==> config.mk <==
export PLATFORM = sky130hd
export DESIGN_NAME = uart_rx_os
export DESIGN_NICKNAME = d
export VERILOG_FILES = /design/src/rtl/uart_rx_os.sv
export SDC_FILE = /design/constraint.sdc
export NUM_CORES = 1
export LEC_CHECK = 0
export ABC_AREA = 1
export BUFFER_PORTS_ARGS = -buffer_cell sky130_fd_sc_hd__buf_2
export CAP_MARGIN = 20
export CORE_AREA = 5 5 107 109
export DETAILED_ROUTE_END_ITERATION = 16
export DIE_AREA = 0 0 112 114
export MAX_ROUTING_LAYER = met4
export PLACE_DENSITY_LB_ADDON = 0.25
export RECOVER_POWER = 100
export SLEW_MARGIN = 20
export SYNTH_ARGS = -nofsm -noshare
export SYNTH_HDL_FRONTEND = slang
export SYNTH_SLANG_ARGS = --single-unit
==> constraint.sdc <==
create_clock -name clk -period 2.05 [get_ports clk]
set_clock_uncertainty 0.05 [all_clocks]
set_input_delay 0.1025 -clock clk [delete_from_list [all_inputs] [get_ports clk]]
set_output_delay 0.1025 -clock clk [all_outputs]
set_load 0.1 [all_outputs]
==> src/rtl/uart_rx_os.sv <==
// uart_rx_os: oversampling UART receiver, 3-sample vote, valid/ready output.
// UART_RX_OS_FIFO_EN selects a FIFO_DEPTH-entry buffer, else one holding register.
module uart_rx_os #(
  parameter int DATA_W     = 8,
  parameter int OS         = 16,
  parameter int DIV_W      = 16,
  parameter int FIFO_DEPTH = 8
) (
  input  logic                        clk,
  input  logic                        rst,
  input  logic                        rx,
  input  logic [DIV_W-1:0]            div,
  input  logic [3:0]                  data_bits,
  input  logic                        parity_en,
  input  logic                        parity_type,
  input  logic                        stop_bits,
  output logic                        m_valid,
  input  logic                        m_ready,
  output logic [DATA_W-1:0]           m_data,
  output logic                        m_perr,
  output logic                        m_ferr,
  output logic                        m_break,
  output logic                        overrun,
  output logic [$clog2(FIFO_DEPTH):0] level
);
  localparam int LW  = $clog2(FIFO_DEPTH) + 1;
  localparam int OSW = $clog2(OS);
  localparam logic [OSW-1:0] S0 = OSW'(OS / 2 - 1);
  localparam logic [OSW-1:0] S1 = OSW'(OS / 2);
  localparam logic [OSW-1:0] S2 = OSW'(OS / 2 + 1);
  localparam logic [OSW-1:0] SL = OSW'(OS - 1);

  typedef enum logic [2:0] {
    IDLE, START, DATA, PARITY, STOP, BRK_WAIT
  } state_t;

  typedef struct packed {
    logic              brk;
    logic              ferr;
    logic              perr;
    logic [DATA_W-1:0] data;
  } ent_t;

  state_t state, state_nxt;
  logic rx_m, rx_s, rx_d, fall;
  logic [DIV_W-1:0] div_l, cnt;
  logic [OSW-1:0] os_cnt;
  logic tick, centre, v0, v1, smp;
  logic [3:0] nb, nb_l, bit_idx;
  logic last_bit, par_l, pt_l, stop2_l;
  logic [DATA_W-1:0] sh;
  logic zero_acc, perr_r, ferr_r;
  logic push, push_ok, pop, full;
  ent_t push_ent, head;

  assign fall = rx_d & ~rx_s;
  assign tick = (state != IDLE) && (cnt == div_l);
  assign centre = tick && (os_cnt == S2);
  assign smp = (v0 & v1) | (v0 & rx_s) | (v1 & rx_s);
  assign last_bit = bit_idx == nb_l - 4'd1;
  assign nb = (data_bits < 4'd5) ? 4'd5 :
              (data_bits > 4'(DATA_W)) ? 4'(DATA_W) : data_bits;

  // two-flop synchroniser plus one delay stage for edge detection
  always_ff @(posedge clk or negedge rst) begin
    if (!rst) begin
      rx_m <= 1'b1;
      rx_s <= 1'b1;
      rx_d <= 1'b1;
    end else begin
      rx_m <= rx;
      rx_s <= rx_m;
      rx_d <= rx_s;
    end
  end

  // state register
  always_ff @(posedge clk or negedge rst) begin
    if (!rst) state <= IDLE;
    else      state <= state_nxt;
  end

  // next-state and push decision, taken at each bit centre
  always_comb begin
    state_nxt = state;
    push = 1'b0;
    push_ent = '0;
    unique case (state)
      IDLE:   if (fall) state_nxt = START;
      START:  if (centre) state_nxt = smp ? IDLE : DATA;
      DATA:   if (centre && last_bit) state_nxt = par_l ? PARITY : STOP;
      PARITY: if (centre) state_nxt = STOP;
      STOP: begin
        if (centre) begin
          if (bit_idx == 4'd0 && zero_acc && !smp) begin
            push = 1'b1;
            push_ent.brk = 1'b1;
            push_ent.ferr = 1'b1;
            state_nxt = BRK_WAIT;
          end else if (!(bit_idx == 4'd0 && stop2_l)) begin
            push = 1'b1;
            push_ent.data = sh;
            push_ent.perr = perr_r;
            push_ent.ferr = ferr_r | ~smp;
            state_nxt = IDLE;
          end
        end
      end
      BRK_WAIT: if (rx_s) state_nxt = IDLE;
      default:  state_nxt = IDLE;
    endcase
  end

  // bit timing, majority voting and frame assembly
  always_ff @(posedge clk or negedge rst) begin
    if (!rst) begin
      cnt <= '0;
      os_cnt <= '0;
      div_l <= '0;
      nb_l <= 4'd5;
      par_l <= 1'b0;
      pt_l <= 1'b0;
      stop2_l <= 1'b0;
      v0 <= 1'b1;
      v1 <= 1'b1;
      sh <= '0;
      bit_idx <= '0;
      zero_acc <= 1'b0;
      perr_r <= 1'b0;
      ferr_r <= 1'b0;
    end else if (state == IDLE) begin
      if (fall) begin
        cnt <= '0;
        os_cnt <= '0;
        div_l <= div;
        nb_l <= nb;
        par_l <= parity_en;
        pt_l <= parity_type;
        stop2_l <= stop_bits;
        sh <= '0;
        bit_idx <= '0;
        zero_acc <= 1'b1;
        perr_r <= 1'b0;
        ferr_r <= 1'b0;
      end
    end else begin
      cnt <= tick ? '0 : cnt + 1'b1;
      if (tick) begin
        os_cnt <= (os_cnt == SL) ? '0 : os_cnt + 1'b1;
        if (os_cnt == S0) v0 <= rx_s;
        if (os_cnt == S1) v1 <= rx_s;
      end
      if (centre) begin
        unique case (state)
          DATA: begin
            sh <= sh | (DATA_W'(smp) << bit_idx);
            bit_idx <= last_bit ? 4'd0 : bit_idx + 4'd1;
            if (smp) zero_acc <= 1'b0;
          end
          PARITY: begin
            perr_r <= smp ^ (^sh) ^ pt_l;
            if (smp) zero_acc <= 1'b0;
          end
          STOP: begin
            ferr_r <= ferr_r | ~smp;
            bit_idx <= bit_idx + 4'd1;
          end
          default: ;
        endcase
      end
    end
  end

  assign pop = m_valid & m_ready;
  assign push_ok = push & (~full | pop);

`ifdef UART_RX_OS_FIFO_EN
  localparam int AW = $clog2(FIFO_DEPTH);
  ent_t mem [FIFO_DEPTH];
  logic [AW-1:0] wp, rp;
  logic [LW-1:0] cnt_f;

  assign full = cnt_f == LW'(FIFO_DEPTH);
  assign head = mem[rp];
  assign m_valid = cnt_f != '0;
  assign level = cnt_f;

  // circular buffer, pointers and occupancy
  always_ff @(posedge clk or negedge rst) begin
    if (!rst) begin
      for (int i = 0; i < FIFO_DEPTH; i++) mem[i] <= '0;
      wp <= '0;
      rp <= '0;
      cnt_f <= '0;
    end else begin
      if (push_ok) begin
        mem[wp] <= push_ent;
        wp <= wp + 1'b1;
      end
      if (pop) rp <= rp + 1'b1;
      cnt_f <= cnt_f + LW'(push_ok) - LW'(pop);
    end
  end
`else
  ent_t hold;
  logic held;

  assign full = held;
  assign head = hold;
  assign m_valid = held;
  assign level = LW'(held);

  // single holding register
  always_ff @(posedge clk or negedge rst) begin
    if (!rst) begin
      hold <= '0;
      held <= 1'b0;
    end else begin
      if (push_ok) hold <= push_ent;
      held <= push_ok | (held & ~pop);
    end
  end
`endif

  assign m_data = m_valid ? head.data : '0;
  assign m_perr = m_valid & head.perr;
  assign m_ferr = m_valid & head.ferr;
  assign m_break = m_valid & head.brk;

  // dropped-frame pulse
  always_ff @(posedge clk or negedge rst) begin
    if (!rst) overrun <= 1'b0;
    else      overrun <= push & ~push_ok;
  end
endmodule

==> results.txt <==
The run finished with clean final reports. Dividing the detail-routed via count by the number of cells gives 4.70. After technology mapping, the gate count stands at 565. For this run, the top clock speed supported by timing is 520 MHz.

For this block, the routed nets add up to 9230 um of wire. The initial utilization of the core area, before any placement, comes to 41.7%. Headroom to the max-slew limit came out at 22.7%.

The total of flip-flops plus latches after synthesis works out to 79. The shortest clock period the worst path allows after layout was 1.92 ns; the die outline width was 112 um. For the power share of the sequential group, the log shows 36.5%.

Ratio of final minimum period to clock period: 93.8%. The core area is 10500 um^2, and the internal reg-to-reg setup slack is 0.13 ns. The logs give 79 for the clock sink count and 0 for the number of routed nets with antenna violations. The max-slew violation total from the final report was 0; the CTS clock-pin slew for the worst setup and hold paths was 0.08 ns. The die is 114 um tall. Global routing used 15.9% of the available tracks. The root buffer cell chosen for the clock tree is clkbuf_8. The H-tree was split into 3 levels. The finished cells cover 5400 um^2. The number of hold violations in the final report was 0. The tools report the fraction of power consumed by combinational cells as 40.4%. For the post-synthesis cell type count, the log shows 36. The logs give 38 for the number of placement rows and 3630 uW for the internal portion of total power. At the pin with the least slew margin, the transition time is 1.16 ns. Sorting the synthesized cells by area gives the leading types as dfrtp_1 (41%), nand2_1 (14%), inv_1 (6.2%). The analysis attributes to net switching a power of 2300 uW. The post-route netlist has 21.1% of its cells at a drive strength greater than 1. Along the worst path, the maximum fanout reaches 4. TritonCTS built the clock tree. After the last flow step, the layout net total stands at 687.

The start point of the worst hold path was m_ready. For this run, the register share of the synthesized area comes to 45.3%. The maximum clock path buffer count was 2. The fraction of synthesized cell area taken by the top area cell type was 41.1%. Source of the worst register-to-register timing path: nb_l[0]. The average instance area after synthesis was 7.76 um^2. The logs give 12800 um^2 for the die area and 0.36 ns for the latest clock arrival within the worst-skew pair. The via count of the routed design was 3753. The largest total area in the synthesized netlist belongs to dfrtp_1. The clock network is responsible for 23.1% of the overall power. The area added between synthesis and finish works out to 23.1%. Setup repair after global routing could not meet its margin everywhere. The placed instances occupy a cell area of 4830 um^2.

The largest net degree at the start of global routing came out at 49. The initial antenna violation count is 0, and the worst IR drop on VDD is 433 uV. The reported max-cap violation count was 0; the I/O pin total was 44. Of the total power, the share spent switching nets is 38.8%. Summing internal, switching and leakage power gives 5940 uW. In this run the power density over the cells is 1100 nW/um^2. For the via count of the first global-routing pass, the log shows 3503.

The run gives 0.00264 uW as the leakage power. For the worst flop-to-flop path, the logic depth is 11. The number of antenna diodes came out at 0. The tools report the endpoint type of the worst setup path as a flip-flop. The worst register-to-register path ends at bit_idx[2]. The remaining global-route overflow was 0; the global placer's final weighted congestion was 0.887. Class of the tightest hold or removal check: in2reg. The first global-routing pass estimated 16100 um of wire. Yosys printed 0 warnings. Once detailed placement completed, the half-perimeter wirelength came to 6690 um. The count of input and output buffers was 40. Data on the critical path is required at its endpoint by 2.24 ns. The arrival time of data at the critical path endpoint is 2.11 ns. The logs give 9 for the total clock buffers created by CTS and 4390 um^2 for the total standard cell area after synthesis. After the first detailed-routing iteration, the DRC count stood at 225. For this run, design rule violations remaining after detail routing come to 0. The worst setup path is of the reg2reg kind. For this run, the detailed router's first-pass iteration total came to 4. The depth of the worst hold-timing path is 4, and the setup violation total in the final timing report is 0.

The routed wire length per instance came out at 11.6 um. The end point of the most critical hold path is overrun. The tools report the kind of start point of the critical path as a flip-flop.
layout by cell type, fill, tap and decap left out, types with 2 or more instances in the layout:
cell type	n
clkinv_1	2
nand2_1	157
clkbuf_8	12
bufinv_16	2
o21ai_1	4
ha_1	6
conb_1	3
inv_2	18
dfrtp_1	71
o21ai_0	35
clkbuf_2	16
nor2_1	33
buf_2	25
o21ai_2	10
o22ai_1	10
nand3_1	30
dlygate4sd3_1	25
dfstp_2	6
nor3_2	2
nor3_1	8
xnor2_1	10
nand4_1	13
nor2_2	5
xor2_1	14
nand4_2	2
a21oi_1	17
inv_1	73
nand2_2	3
buf_4	20
nor2_4	8
registers in the layout (all words and copies together), names as in the netlist, 3 cells and up:
register / count
cnt: 16
div_l: 16
sh: 8
head: 11
os_cnt: 4
nb_l: 4
bit_idx: 4
state: 3
worst max-delay path, cell delays in order (launching register included):
cell	delay, ns
dfstp_2	0.54
inv_1	0.09
ha_4	0.28
xor2_1	0.12
o21ai_0	0.09
nor2_1	0.10
nand2_1	0.07
o21ai_0	0.15
buf_4	0.16
nor2_1	0.04
nand2_1	0.06
o21ai_1	0.06
kinds of logic after synthesis:
group,Yosys count,synth area share [%]
flip-flops,79,45.3
other,1,0.0855
XOR/XNOR,24,4.79
buffers and inverters,107,10.1
AO/OA/AOI/OAI,82,10.9
adder cells (fa/ha/maj),8,2.23
AND/OR/NAND/NOR,264,26.6
cell type report:
class                   count  area, um^2
multi-input cells         381        2010
fillers                  1020        5110
inverters                  93         349
well taps                 140         175
repair buffers             89         641
clock inverters             4        76.3
flip-flops and latches     79        1990
clock buffers              12         165
metal layers:
layer  GRT usage [%]  share of wire (%)  up-vias
met3            3.34                4.7       10
met4            6.33                1.6        0
li1                -                  -     1951
met1            20.9                 49     1719
met2            24.4                 45       73
met5               -                  0        -
repair_timing:
action | in CTS | in global routing
setup buffers | 0 | 6
endpoints found under the setup margin | 0 | 24
hold endpoints to repair | 63 | 0
resized for setup | 0 | 8
hold buffers | 25 | 0
cells in the mapped netlist (all sizes together):
cell / number
nor3: 10
inv: 91
ha: 7
clkinv: 2
nand4: 15
nor2: 46
or2: 1
o41ai: 1
conb: 1
a22oi: 1
xor2: 14
dfstp: 7
xnor2: 10
dfrtp: 72
o22ai: 10
a21oi: 18
nand2: 161
clkbuf: 4
nand3: 31
buf: 10
a21boi: 1
o32ai: 1
a31oi: 1
maj3: 1
o21ai: 49
power groups by stage:
| stage | combinational (uW) | clock (uW) | sequential [uW] |
|---|---|---|---|
| 3_3_place_gp | 2230 | 0 | 2190 |
| 5_1_grt | 2710 | 1480 | 2220 |
| 3_5_place_dp | 2270 | 0 | 2200 |
| 4_1_cts | 2320 | 1410 | 2170 |
| 6_report | 2400 | 1370 | 2170 |
| 2_1_floorplan | 1650 | 0 | 2160 |
how the worst max path moves through the flow:
stage,from,to,cells after the start
2_1_floorplan,nb_l[0],bit_idx[0],10
3_3_place_gp,nb_l[0],state[2],12
3_5_place_dp,nb_l[0],state[0],12
4_1_cts,nb_l[0],state[0],12
5_1_grt,state[1],bit_idx[0],11
6_report,nb_l[0],bit_idx[2],11
stage by stage:
step | setup TNS (ns) | hold slack [ns] | worst slack, ns | std cells | utilization, %
final | 0 | 0.0140 | 0.128 | 798 | 51.4
after floorplan | 0 | -0.243 | 0.206 | 567 | -
after CTS | 0 | 0.000622 | 0.0957 | 792 | 50.7
after detailed placement | 0 | 0.0792 | 0.113 | 751 | 46.0
after global routing | -0.00833 | 0.0334 | -0.00383 | 798 | 51.4
after global placement | 0 | 0.0751 | 0.148 | 751 | 46.0
Note: power is estimated with default switching activity, not from simulation.
